## config.mk

```make
export PLATFORM = sky130hd
export DESIGN_NAME = int8_dual_mac
export DESIGN_NICKNAME = d
export VERILOG_FILES = /design/src/rtl/int8_dual_mac_pkg.sv /design/src/rtl/int8_pack_mult.sv /design/src/rtl/int8_dual_mac.sv
export SDC_FILE = /design/constraint.sdc
export NUM_CORES = 1
export LEC_CHECK = 0
export ABC_AREA = 1
export BUFFER_PORTS_ARGS = -buffer_cell sky130_fd_sc_hd__buf_4
export CAP_MARGIN = 40
export CORE_UTILIZATION = 65
export DETAILED_ROUTE_END_ITERATION = 6
export PLACE_DENSITY = 0.82
export SYNTH_ARGS = -nofsm -noshare
export SYNTH_HDL_FRONTEND = slang
export SYNTH_HIERARCHICAL = 1
export SYNTH_SLANG_ARGS = --single-unit
export TNS_END_PERCENT = 20
```

## constraint.sdc

```tcl
create_clock -name clk -period 9.28 [get_ports clk]
set_input_delay 0.464 -clock clk [delete_from_list [all_inputs] [get_ports clk]]
set_output_delay 0.464 -clock clk [all_outputs]
set_load 0.01 [all_outputs]
```

## src/rtl/int8_dual_mac_pkg.sv

```systemverilog
// =============================================================================
// int8_mac_pkg : shared widths, packing shift and accumulator saturation helper
// Rev 1.0 - initial release
// =============================================================================
`default_nettype none

package int8_mac_pkg;

    localparam int DATA_W_DEF = 8;
    localparam int ACC_W_DEF  = 32;
    localparam int CNT_W_DEF  = 16;
    localparam int SUM_W      = 64;

    typedef logic signed [2*DATA_W_DEF-1:0] prod_t;

    // Gap between the packed a and b lanes; two guard bits keep b*c clear of a*c.
    function automatic int SH_F(input int data_w);
        return 2*data_w + 2;
    endfunction

    // Clamp a wide sum into the signed range of an acc_w-bit accumulator (acc_w <= 63).
    function automatic logic signed [SUM_W-1:0] acc_sat(input logic signed [SUM_W-1:0] sum,
                                                        input int acc_w);
        logic signed [SUM_W-1:0] hi;
        logic signed [SUM_W-1:0] lo;
        hi = (64'sd1 <<< (acc_w - 1)) - 64'sd1;
        lo = -(64'sd1 <<< (acc_w - 1));
        if (sum > hi) begin
            return hi;
        end else if (sum < lo) begin
            return lo;
        end
        return sum;
    endfunction

endpackage

`default_nettype wire

```

## src/rtl/int8_pack_mult.sv

```systemverilog
// =============================================================================
// int8_pack_mult : registered operands, one packed multiply, borrow-corrected unpack
// Rev 1.0 - initial release
// =============================================================================
`default_nettype none

module int8_pack_mult
    import int8_mac_pkg::*;
#(
    parameter int DATA_W = DATA_W_DEF
) (
    input  logic                       clk,
    input  logic                       rst,
    input  logic                       en_i,
    input  logic                       valid_i,
    input  logic                       last_i,
    input  logic signed [DATA_W-1:0]   a_i,
    input  logic signed [DATA_W-1:0]   b_i,
    input  logic signed [DATA_W-1:0]   c_i,
    output logic                       valid_o,
    output logic                       last_o,
    output logic signed [2*DATA_W-1:0] pac_o,
    output logic signed [2*DATA_W-1:0] pbc_o
);

    localparam int SH = SH_F(DATA_W);
    localparam int PW = 2*SH;

    logic                     s1_valid_q;
    logic                     s1_last_q;
    logic signed [DATA_W-1:0] s1_a_q;
    logic signed [DATA_W-1:0] s1_b_q;
    logic signed [DATA_W-1:0] s1_c_q;
    logic                     s2_valid_q;
    logic                     s2_last_q;
    logic signed [PW-1:0]     s2_p_q;

    logic signed [PW-1:0]     w_packed;
    logic signed [PW-1:0]     w_p;
    logic                     w_unused;

    always_comb begin
        w_packed = (PW'(s1_a_q) <<< SH) + PW'(s1_b_q);
        w_p      = w_packed * PW'(s1_c_q);
    end

    always_ff @(posedge clk) begin
        if (rst) begin
            s1_valid_q <= 1'b0;
            s1_last_q  <= 1'b0;
            s1_a_q     <= '0;
            s1_b_q     <= '0;
            s1_c_q     <= '0;
            s2_valid_q <= 1'b0;
            s2_last_q  <= 1'b0;
            s2_p_q     <= '0;
        end else if (en_i) begin
            s1_valid_q <= valid_i;
            s1_last_q  <= last_i;
            s1_a_q     <= a_i;
            s1_b_q     <= b_i;
            s1_c_q     <= c_i;
            s2_valid_q <= s1_valid_q;
            s2_last_q  <= s1_last_q;
            s2_p_q     <= w_p;
        end
    end

    // A negative b*c borrows one from the upper lane; bit SH-1 is its sign.
    assign pbc_o   = s2_p_q[2*DATA_W-1:0];
    assign pac_o   = s2_p_q[SH +: 2*DATA_W] + {{(2*DATA_W-1){1'b0}}, s2_p_q[SH-1]};
    assign valid_o = s2_valid_q;
    assign last_o  = s2_last_q;

    assign w_unused = ^{s2_p_q[PW-1:SH+2*DATA_W], s2_p_q[SH-2:2*DATA_W]};

endmodule

`default_nettype wire

```

## src/rtl/int8_dual_mac.sv

```systemverilog
// =============================================================================
// int8_dual_mac : packed dual multiply feeding two dot-product accumulators
// Optional build macro INT8_DUAL_MAC_SAT_EN selects saturating adds (else wrap).
// Rev 1.0 - initial release
// =============================================================================
`default_nettype none

module int8_dual_mac
    import int8_mac_pkg::*;
#(
    parameter int DATA_W = DATA_W_DEF,
    parameter int ACC_W  = ACC_W_DEF,
    parameter int CNT_W  = CNT_W_DEF
) (
    input  logic                     clk,
    input  logic                     rst,
    input  logic                     in_valid,
    output logic                     in_ready,
    input  logic                     in_last,
    input  logic signed [DATA_W-1:0] a,
    input  logic signed [DATA_W-1:0] b,
    input  logic signed [DATA_W-1:0] c,
    output logic                     out_valid,
    input  logic                     out_ready,
    output logic signed [ACC_W-1:0]  acc_ac,
    output logic signed [ACC_W-1:0]  acc_bc,
    output logic [CNT_W-1:0]         out_beats,
    output logic                     out_ovf
);

    logic signed [ACC_W-1:0]    acc_ac_q, acc_ac_d;
    logic signed [ACC_W-1:0]    acc_bc_q, acc_bc_d;
    logic [CNT_W-1:0]           beats_q, beats_d;
    logic                       ovf_q, ovf_d;
    logic                       first_q, first_d;
    logic                       out_valid_q, out_valid_d;

    logic                       w_stall;
    logic                       w_s2_valid;
    logic                       w_s2_last;
    logic signed [2*DATA_W-1:0] w_pac;
    logic signed [2*DATA_W-1:0] w_pbc;
    logic signed [SUM_W-1:0]    w_sum_ac;
    logic signed [SUM_W-1:0]    w_sum_bc;
    logic                       w_ovf_ac;
    logic                       w_ovf_bc;

    assign w_stall  = out_valid_q & ~out_ready;
    assign in_ready = ~w_stall & ~rst;

    int8_pack_mult #(
        .DATA_W (DATA_W)
    ) u_pack_mult (
        .clk     (clk),
        .rst     (rst),
        .en_i    (~w_stall),
        .valid_i (in_valid & in_ready),
        .last_i  (in_last),
        .a_i     (a),
        .b_i     (b),
        .c_i     (c),
        .valid_o (w_s2_valid),
        .last_o  (w_s2_last),
        .pac_o   (w_pac),
        .pbc_o   (w_pbc)
    );

    always_comb begin
        acc_ac_d    = acc_ac_q;
        acc_bc_d    = acc_bc_q;
        beats_d     = beats_q;
        ovf_d       = ovf_q;
        first_d     = first_q;
        out_valid_d = out_valid_q;

        // The wide sum is exact, so any clamp by acc_sat marks an overflow.
        w_sum_ac = SUM_W'(acc_ac_q) + SUM_W'(w_pac);
        w_sum_bc = SUM_W'(acc_bc_q) + SUM_W'(w_pbc);
        w_ovf_ac = (acc_sat(w_sum_ac, ACC_W) != w_sum_ac);
        w_ovf_bc = (acc_sat(w_sum_bc, ACC_W) != w_sum_bc);

        if (!w_stall) begin
            out_valid_d = w_s2_valid & w_s2_last;
            if (w_s2_valid) begin
                first_d = w_s2_last;
                if (first_q) begin
                    acc_ac_d = ACC_W'(w_pac);
                    acc_bc_d = ACC_W'(w_pbc);
                    beats_d  = CNT_W'(1);
                    ovf_d    = 1'b0;
                end else begin
`ifdef INT8_DUAL_MAC_SAT_EN
                    acc_ac_d = ACC_W'(acc_sat(w_sum_ac, ACC_W));
                    acc_bc_d = ACC_W'(acc_sat(w_sum_bc, ACC_W));
`else
                    acc_ac_d = ACC_W'(w_sum_ac);
                    acc_bc_d = ACC_W'(w_sum_bc);
`endif
                    beats_d  = (beats_q == '1) ? beats_q : beats_q + CNT_W'(1);
                    ovf_d    = ovf_q | w_ovf_ac | w_ovf_bc;
                end
            end
        end
    end

    always_ff @(posedge clk) begin
        if (rst) begin
            acc_ac_q    <= '0;
            acc_bc_q    <= '0;
            beats_q     <= '0;
            ovf_q       <= 1'b0;
            first_q     <= 1'b1;
            out_valid_q <= 1'b0;
        end else begin
            acc_ac_q    <= acc_ac_d;
            acc_bc_q    <= acc_bc_d;
            beats_q     <= beats_d;
            ovf_q       <= ovf_d;
            first_q     <= first_d;
            out_valid_q <= out_valid_d;
        end
    end

    assign out_valid = out_valid_q;
    assign acc_ac    = acc_ac_q;
    assign acc_bc    = acc_bc_q;
    assign out_beats = beats_q;
    assign out_ovf   = ovf_q;

endmodule

`default_nettype wire

```

==> impl_metrics.toml, run 1 <==
[synth]
synth_area_um2 = 16970
synth_edf_count = 0
synth_top_flop_cell = "dfxtp_1"
synth_cells = 2510
synthArstFlopShare_pct = 0
syn_area_per_cell_um2 = 6.760
ys_seq_area_share_pct = 16.99
yosys_warnings = 6
ys_seq_elements = 144
synthesis.nets = 2815
synth.distinct_cells = 53

[clocking]
cts_tree = "done"
cts.sinks = 144
cts_max_level = 4
cts_root_buf = "clkbuf_16"
post_cts_resized = 0
clock_latency_ns = 0.44
clk_path_buf_depth = 2
cts_setup_buffers = 0
cts_made_buffers = 17
clk_pin_slew_ns = 0.07
cts_hold_buf = 0

[route]
first_pass_iters = 6
drt_wl_total_mm = 43.97
route.met3.wl_mm = 2.557
num_vias = 16090
drtAntennaViolNets = 0
avgViaCountPerCell = 5.532
met1_length_mm = 18.94
drcViolationCount = 0
wl_per_cell_um = 15.12
wl_met2_mm = 21.18
highest_layer = "met4"
drtIter0Drc = 1227

[critical_path]
crit_fanout = 18
cpPeakStageDelay_ns = 0.71
crit-reg2reg-capture = "u_pack_mult/s2_p_q[32]"
critical_path_required_ns = 9.65
crit_path_start = "u_pack_mult/s1_b_q[7]"
reg2reg_from = "u_pack_mult/s1_b_q[7]"
worstPathArrival_ns = 6.63
critical_path_class = "reg -> reg"
slowest_stage = "dfxtp_1"
reg2reg_slack_ns = 3.02
endpoint = "u_pack_mult/s2_p_q[32]"
r2r_cells = 29
startpoint_type = "flip-flop"
cp-end-kind = "flip-flop"

[power]
power.density_nw_per_um2 = 147.8
power.ir.vdd_worst_uv = 119.1
leakagePower_nw = 10.00
p_total_mw = 2.737

[sta]
fin_skew_ns = 0.01828
finalHoldViolations = 0
slew-limit-headroom_pct = 38.99
fmaxAchievable_mhz = 159.8
finalSetupTns_ns = 0
rsz0062_at_grt = "no"
worst_pin_slew_ns = 0.9151
setup_viol = 0
period_minus_slack_ns = 6.256
post-route-period-util_pct = 67.41
whs_ns = 0.2360
slew_viol_final = 0
setup_ws_ns = 3.024

[placement]
place_ws_ns = 3.116
dp_hpwl_mm = 34.54
gp_congestion = 0.9879
io_buffer_count = 111

[outcome]
status = "finished clean"

[die]
initial_core_util_pct = 66.81
coreArea_um2 = 25400
rows = 58
die_area_um2 = 26760
die_w_um = 163.6
ios = 112
die_h_um = 163.6

[cells_and_area]
areaGrowthSynthToFinish_pct = 9.136
num_antenna_cells = 0
nNetsFinal = 2872
final_cell_mix = "nand2_1 (528), inv_1 (481), nor2_1 (267), a21oi_1 (202)"
drive_gt1_share_pct = 9.116
fillCellCount = 2256
layout_commonest_cell = "nand2_1"

[worst_hold_path]
hold_class = "in -> reg"
whs_path_depth = 3

[global_route]
grt-ovfl-total = 0
grt_max_degree = 61
antenna_found_initial = 0
grt_pass1_vias = 15470
grt_pass1_wl_mm = 72.82
track_usage_pct = 33.99

[run]
drv_cap = 0
layout make-up:
cell class              instances  area [µm²]  area share, %
flip-flops and latches        144        2883          15.57
clock inverters                 8       90.09         0.4865
clock buffers                  22       454.2          2.453
repair buffers                121        1005          5.425
inverters                     491        1843          9.952
well taps                     330       412.9          2.230
multi-input cells            1792       11830          63.89
how the worst min path moves through the flow:
stage	start	endpoint	slack (ns)
floorplan	u_pack_mult/s1_valid_q	u_pack_mult/valid_o	0.45
global placement	out_ovf	out_ovf	0.45
detailed placement	out_ovf	out_ovf	0.45
CTS	a[7]	u_pack_mult/s1_a_q[7]	0.23
global route	b[3]	u_pack_mult/s1_b_q[3]	0.23
finish	a[7]	u_pack_mult/s1_a_q[7]	0.24
cell families after synthesis:
group | share of synthesized area (%)
flip-flops | 16.99
AO/OA/AOI/OAI | 14.31
buffers and inverters | 13.29
AND/OR/NAND/NOR | 25.36
adder cells (fa/ha/maj) | 26.19
XOR/XNOR | 3.864
worst max-delay path: cells and delay by family, from the launching register on:
kind,cells,cell delay [ns]
compound gates,9,1.08
xor+xnor,2,0.56
flops,1,0.71
simple gates,7,0.94
fa+ha+maj,6,2.60
buf+inv,5,0.29
metrics by stage:
step	area, µm²	std cells	utilization (%)
after floorplan	16970	2510	-
after global placement	17830	2872	70.21
after detailed placement	17960	2877	70.72
after CTS	18510	2907	72.87
after global routing	18520	2908	72.91
final	18520	2908	72.91
power breakdown:
part	switching (mW)	internal, mW
combinational	0.830	0.485
sequential	0.0693	0.679
clock	0.276	0.397
total	1.18	1.56
Yosys cell counts (11+ instances only):
library cell / number / area (µm²)
o21bai_1: 24 / 180.2
dfxtp_1: 144 / 2883
nand3_1: 90 / 450.4
o21ai_0: 135 / 675.7
a31oi_1: 11 / 68.82
inv_1: 482 / 1809
nor3_1: 32 / 160.2
nand2_1: 528 / 1982
a21oi_1: 202 / 1011
clkbuf_1: 46 / 172.7
o211ai_1: 16 / 120.1
nand2_2: 19 / 118.9
xor2_1: 53 / 464.2
buf_2: 15 / 75.07
ha_1: 144 / 1802
nand3b_1: 11 / 82.58
nor2_1: 267 / 1002
xnor2_1: 20 / 175.2
buf_4: 17 / 127.6
fa_1: 132 / 2643
o21ai_1: 11 / 55.05
flip-flops by register name, summed over array words and instances, names as in the netlist:
register / count
acc_ac: 32
acc_bc: 32
first_q: 1
out_beats: 16
out_ovf: 1
out_valid: 1
u_pack_mult/last_o: 1
u_pack_mult/s1_a_q: 8
u_pack_mult/s1_b_q: 8
u_pack_mult/s1_c_q: 8
u_pack_mult/s1_last_q: 1
u_pack_mult/s1_valid_q: 1
u_pack_mult/s2_p_q: 33
u_pack_mult/valid_o: 1
layer usage:
layer  vias up  GRT usage [%]
met4         0          12.04
met3       107          4.469
li1       7972              -
met5         -              0
met2       538          59.24
met1      7469          42.89
(Power assumes the default switching activity.)
==> inputs of run 2 (changes only) <==
--- a/config.mk
+++ b/config.mk
@@ -8,9 +8,9 @@
 export ABC_AREA = 1
 export BUFFER_PORTS_ARGS = -buffer_cell sky130_fd_sc_hd__buf_4
 export CAP_MARGIN = 40
-export CORE_UTILIZATION = 65
+export CORE_UTILIZATION = 63
 export DETAILED_ROUTE_END_ITERATION = 6
-export PLACE_DENSITY = 0.82
+export PLACE_DENSITY = 0.79
 export SYNTH_ARGS = -nofsm -noshare
 export SYNTH_HDL_FRONTEND = slang
 export SYNTH_HIERARCHICAL = 1
==> constraint.sdc (replaced) <==
create_clock -name clk -period 5.9 [get_ports clk]
set_input_delay 0.295 -clock clk [delete_from_list [all_inputs] [get_ports clk]]
set_output_delay 0.295 -clock clk [all_outputs]
set_load 0.01 [all_outputs]
==> run 2 against run 1 <==
Compared with the run above:
- the flow now finishes with violations (design-rule violations)
- global-route usage decreased by 1.8 points
- first-iteration DRC count decreased by 6.6%
- sequential cell count unchanged
- setup slack got worse by 2.7 ns
- fmax increased by 13%
- core utilization decreased by 1.3 points
- count of clock-buffer cells in the layout decreased by 1
- sequential power increased by 55%
- hold slack got worse by 0.16 ns
==> impl_metrics.toml, run 2 (synthesis gave the netlist of run 1 again) <==
[outcome]
status = "complete, but fails checks"
violations = "design-rule violations"

[sta]
slew_viol_final = 0
rsz0062_at_grt = "yes"
slew-limit-headroom_pct = 52.80
whs_ns = 0.07541
period_minus_slack_ns = 5.559
fin_skew_ns = 0.01546
worst_pin_slew_ns = 0.7056
setup_viol = 0
finalSetupTns_ns = 0
post-route-period-util_pct = 94.22
fmaxAchievable_mhz = 179.9
finalHoldViolations = 0

[global_route]
grt_util_met2_pct = 57.26
grt_pass1_vias = 15350
met3_usage_pct = 3.646
grt_max_degree = 61
grt-busiest-layer = "met2"
grt-ovfl-total = 0
grt_pass1_wl_mm = 72.70
antenna_found_initial = 0
track_usage_pct = 32.21
grtUsageMet1_pct = 40.74

[clocking]
clock_latency_ns = 0.44
cts.sinks = 144
clk_pin_slew_ns = 0.07
cts_root_buf = "clkbuf_16"
cts_hold_buf = 0
cts_made_buffers = 17
clk_path_buf_depth = 2
cts_max_level = 4
cts_tree = "done"

[critical_path]
startpoint_type = "flip-flop"
cp-end-kind = "flip-flop"
critical_path_required_ns = 6.23
critPathTopFamily = "adder cells"
worstPathArrival_ns = 5.89
reg2reg_from = "u_pack_mult/s1_b_q[7]"
cpPeakStageDelay_ns = 0.52
slowest_stage = "fa_1"
crit_path_start = "u_pack_mult/s1_b_q[7]"
crit_fanout = 10
critPathBufInv = 9
critical_path_class = "reg -> reg"
reg2reg_slack_ns = 0.34

[power]
pwr-share-clk_pct = 26.9
combPwrFrac_pct = 47.5
power.density_nw_per_um2 = 240.3
power_frac_seq_pct = 25.6
p_total_mw = 4.509
leakagePower_nw = 10.08
swShare_pct = 42.24
power.internal_mw = 2.604
power.ir.vdd_worst_uv = 158.5
power_switching_mw = 1.904

[placement]
dp_hpwl_mm = 34.38
io_buffer_count = 111
place_inst = 2894
gp_congestion = 0.9738

[die]
coreArea_um2 = 26210
initial_core_util_pct = 64.75
rows = 59
ios = 112
die_h_um = 166.1
die_w_um = 166.1
die_area_um2 = 27590

[route]
wl_per_cell_um = 14.97
drtIter0Drc = 1146
avgViaCountPerCell = 5.432
drtAntennaViolNets = 0
num_vias = 15900
drt_wl_total_mm = 43.83
drcViolationCount = 12
first_pass_iters = 7

[cells_and_area]
layout_commonest_cell = "nand2_1"
final_cell_mix = "nand2_1 (527), inv_1 (479), nor2_1 (265), a21oi_1 (200), dfxtp_1 (143)"
areaGrowthSynthToFinish_pct = 10.57
multi_input_area_um2 = 11920
drive_gt1_share_pct = 10.22
nNetsFinal = 2884
fillCellCount = 2256
num_antenna_cells = 0
instances_no_fill = 2927
top_register = "u_pack_mult/s2_p_q"
largest_register_ffs = 33
final_core_util_pct = 71.60
seq_area_um2 = 2887

[worst_hold_path]
hold_class = "in -> reg"
min_from = "a[5]"

[run]
drv_cap = 0
==> run 2: final cells by class <==
class / instances / area share, %
Clock inverter: 11 / 0.9536
Multi-Input combinational cell: 1792 / 63.51
Tap cell: 335 / 2.234
Clock buffer: 21 / 2.454
Inverter: 491 / 9.823
Timing Repair Buffer: 133 / 5.642
Sequential cell: 144 / 15.38
==> run 2: worst min-delay path, cell delays in order <==
cell    delay [ns]
buf_4         0.08
nor2_1        0.03
nor2_1        0.08
==> run 2: metrics by stage <==
stage	setup WS, ns	cell area (µm²)
2_1_floorplan	0.6234	16970
4_1_cts	0.09367	18670
3_5_place_dp	0.1132	18030
3_3_place_gp	0.2458	17920
5_1_grt	-0.02661	18760
6_report	0.3411	18760
==> run 2: power by group through the flow <==
stage / clock network (mW) / registers [mW] / logic, mW
after floorplan: 0 / 1.15 / 1.64
after global placement: 0 / 1.19 / 1.96
after detailed placement: 0 / 1.18 / 2.05
after CTS: 1.22 / 1.15 / 2.07
after global routing: 1.26 / 1.17 / 2.43
final: 1.21 / 1.16 / 2.14
==> run 2: worst paths after layout <==
check,to,cells past startpoint
max,u_pack_mult/s2_p_q[33],33
min,u_pack_mult/s1_a_q[5],3
max reg2reg,u_pack_mult/s2_p_q[33],33
min reg2reg,out_ovf,2
==> run 2: timing repair <==
action | in CTS | in global routing
endpoints found under the setup margin | 0 | 6
buffers inserted | 0 | 1
gates resized for setup | 0 | 18
==> run 2: routing by layer <==
| metal | part of all wire, % | wire length (µm) | vias to the layer above |
|---|---|---|---|
| met5 | 0 | 0 | - |
| met4 | 2.6 | 1147 | 0 |
| met3 | 5.2 | 2266 | 86 |
| met2 | 48 | 21050 | 493 |
| met1 | 44 | 19370 | 7336 |
| li1 | - | - | 7985 |
==> inputs of run 3 (changes only) <==
--- a/config.mk
+++ b/config.mk
@@ -11,6 +11,7 @@
 export CORE_UTILIZATION = 63
 export DETAILED_ROUTE_END_ITERATION = 6
 export PLACE_DENSITY = 0.79
+export RECOVER_POWER = 100
 export SYNTH_ARGS = -nofsm -noshare
 export SYNTH_HDL_FRONTEND = slang
 export SYNTH_HIERARCHICAL = 1
==> run 3 against run 2 <==
Compared with the run above:
- the flow still finishes with violations (design-rule violations)
- global-route usage unchanged
- cell count unchanged
- die area unchanged
- setup slack got worse by 0.00093 ns
- wire length increased by 0.27%
==> impl_metrics.toml, run 3 (synthesis gave the netlist of run 1 again) <==
[cells_and_area]
final_cell_mix = "nand2_1 (527), inv_1 (479), nor2_1 (265), a21oi_1 (200), dfxtp_1 (143)"
instances_no_fill = 2927
final_cell_area_um2 = 18450
num_antenna_cells = 0
nNetsFinal = 2884
largest_register_ffs = 33
top_register = "u_pack_mult/s2_p_q"
seq_area_um2 = 2887
drive_gt1_share_pct = 7.022
fillCellCount = 2322
layout_commonest_cell = "nand2_1"
areaGrowthSynthToFinish_pct = 8.737
multi_input_area_um2 = 11920

[die]
coreArea_um2 = 26210
rows = 59
die_area_um2 = 27590
die_h_um = 166.1
initial_core_util_pct = 64.75
ios = 112
die_w_um = 166.1

[sta]
rsz0062_at_grt = "yes"
period_minus_slack_ns = 5.560
slew-limit-headroom_pct = 52.49
slew_viol_final = 0
worst_pin_slew_ns = 0.7101
post-route-period-util_pct = 94.23
fin_skew_ns = 0.01588
setup_viol = 0
finalHoldViolations = 0
fmaxAchievable_mhz = 179.9

[critical_path]
cp-end-kind = "flip-flop"
path_common_cell = "a21oi_1"
critical_path_required_ns = 6.23
cpPeakStageDelay_ns = 0.55
startpoint_type = "flip-flop"
slowest_stage = "fa_1"
crit_fanout = 10
critical_path_class = "reg -> reg"
worstPathArrival_ns = 5.89

[power]
power.density_nw_per_um2 = 243.7
power.ir.vdd_worst_uv = 159.2
leakagePower_nw = 9.734

[placement]
io_buffer_count = 111
place_inst = 2894
dp_hpwl_mm = 34.38
gp_congestion = 0.9738
post_dp_cell_area_um2 = 18030

[global_route]
grt_pass1_wl_mm = 72.70
grt_pass1_vias = 15350
grt_max_degree = 61
grt-ovfl-total = 0
antenna_found_initial = 0
track_usage_pct = 32.21

[route]
num_vias = 15910
drcViolationCount = 12
drt_wl_total_mm = 43.95
first_pass_iters = 7
avgViaCountPerCell = 5.436
wl_per_cell_um = 15.02
drtIter0Drc = 1231
drtAntennaViolNets = 0

[clocking]
cts_max_level = 4
clock_latency_ns = 0.44
cts_root_buf = "clkbuf_16"
clk_path_buf_depth = 2
cts_hold_buf = 0
cts_tree = "done"
cts_made_buffers = 17
clk_pin_slew_ns = 0.07
cts.sinks = 144

[worst_hold_path]
hold_class = "in -> reg"

[run]
drv_cap = 0

[outcome]
violations = "design-rule violations"
status = "complete, but fails checks"
## run 3: cell types whose count changed in the layout (fill, tap and decap cells not counted), sizes merged
cell | before | now
clkbuf | 21 | 104
buf | 133 | 50
## run 3: path summary, 6_finish.rpt
path | startpoint | endpoint | slack (ns) | cells after the start
setup / recovery | u_pack_mult/s1_b_q[7] | u_pack_mult/s2_p_q[31] | 0.34 | 27
setup reg to reg | u_pack_mult/s1_b_q[7] | u_pack_mult/s2_p_q[31] | 0.34 | 27
hold / removal | a[5] | u_pack_mult/s1_a_q[5] | 0.08 | 3
hold reg to reg | out_ovf | out_ovf | 0.47 | 2
## run 3: area by class of cell
type	instances	share of cell area (%)
Inverter	491	9.989
Clock inverter	11	0.9697
Timing Repair Buffer	133	4.048
Tap cell	335	2.272
Sequential cell	144	15.64
Clock buffer	21	2.495
Multi-Input combinational cell	1792	64.58
## run 3: through the flow
| stage | total power [mW] | hold WS (ns) | setup WS (ns) | setup TNS (ns) | util (%) |
|---|---|---|---|---|---|
| after floorplan | 2.786 | 0.4299 | 0.6234 | 0 | - |
| after global placement | 3.149 | 0.4605 | 0.2458 | 0 | 68.39 |
| after detailed placement | 3.225 | 0.4589 | 0.1132 | 0 | 68.79 |
| after CTS | 4.446 | 0.06624 | 0.09367 | 0 | 71.23 |
| after global routing | 4.844 | 0.07385 | -0.02661 | -0.05509 | 70.41 |
| final | 4.496 | 0.08011 | 0.3402 | 0 | 70.41 |
## run 3: worst max-delay path: cells and delay by family, from the launching register on
family | cells | cell delay [ns]
adders and majority gates | 6 | 2.45
AOI/OAI and AO/OA | 11 | 1.54
buffers and inverters | 5 | 0.28
xor gates and xnor gates | 2 | 0.45
and+or+nand+nor | 3 | 0.32
DFF | 1 | 0.39
## run 3: power breakdown
part	internal (mW)	switching [mW]	total, mW	leakage [nW]
Combinational	0.789	1.34	2.13	8.25
Clock	0.736	0.476	1.21	0.304
Sequential	1.07	0.0881	1.16	1.18
## run 3: what timing repair did
| item | in CTS | in global routing |
|---|---|---|
| endpoints found under the setup margin | 0 | 6 |
| gates resized for setup | 0 | 18 |
| endpoints found under the hold margin | 0 | 0 |
| buffers inserted | 0 | 1 |
## run 3: routing by layer
layer	wire (µm)	track usage, %	vias up	share of wire [%]
met3	2270	3.646	80	5.2
li1	-	-	7989	-
met1	19420	40.74	7362	44
met5	0	0	-	0
met4	1131	10.32	0	2.6
met2	21130	57.26	479	48
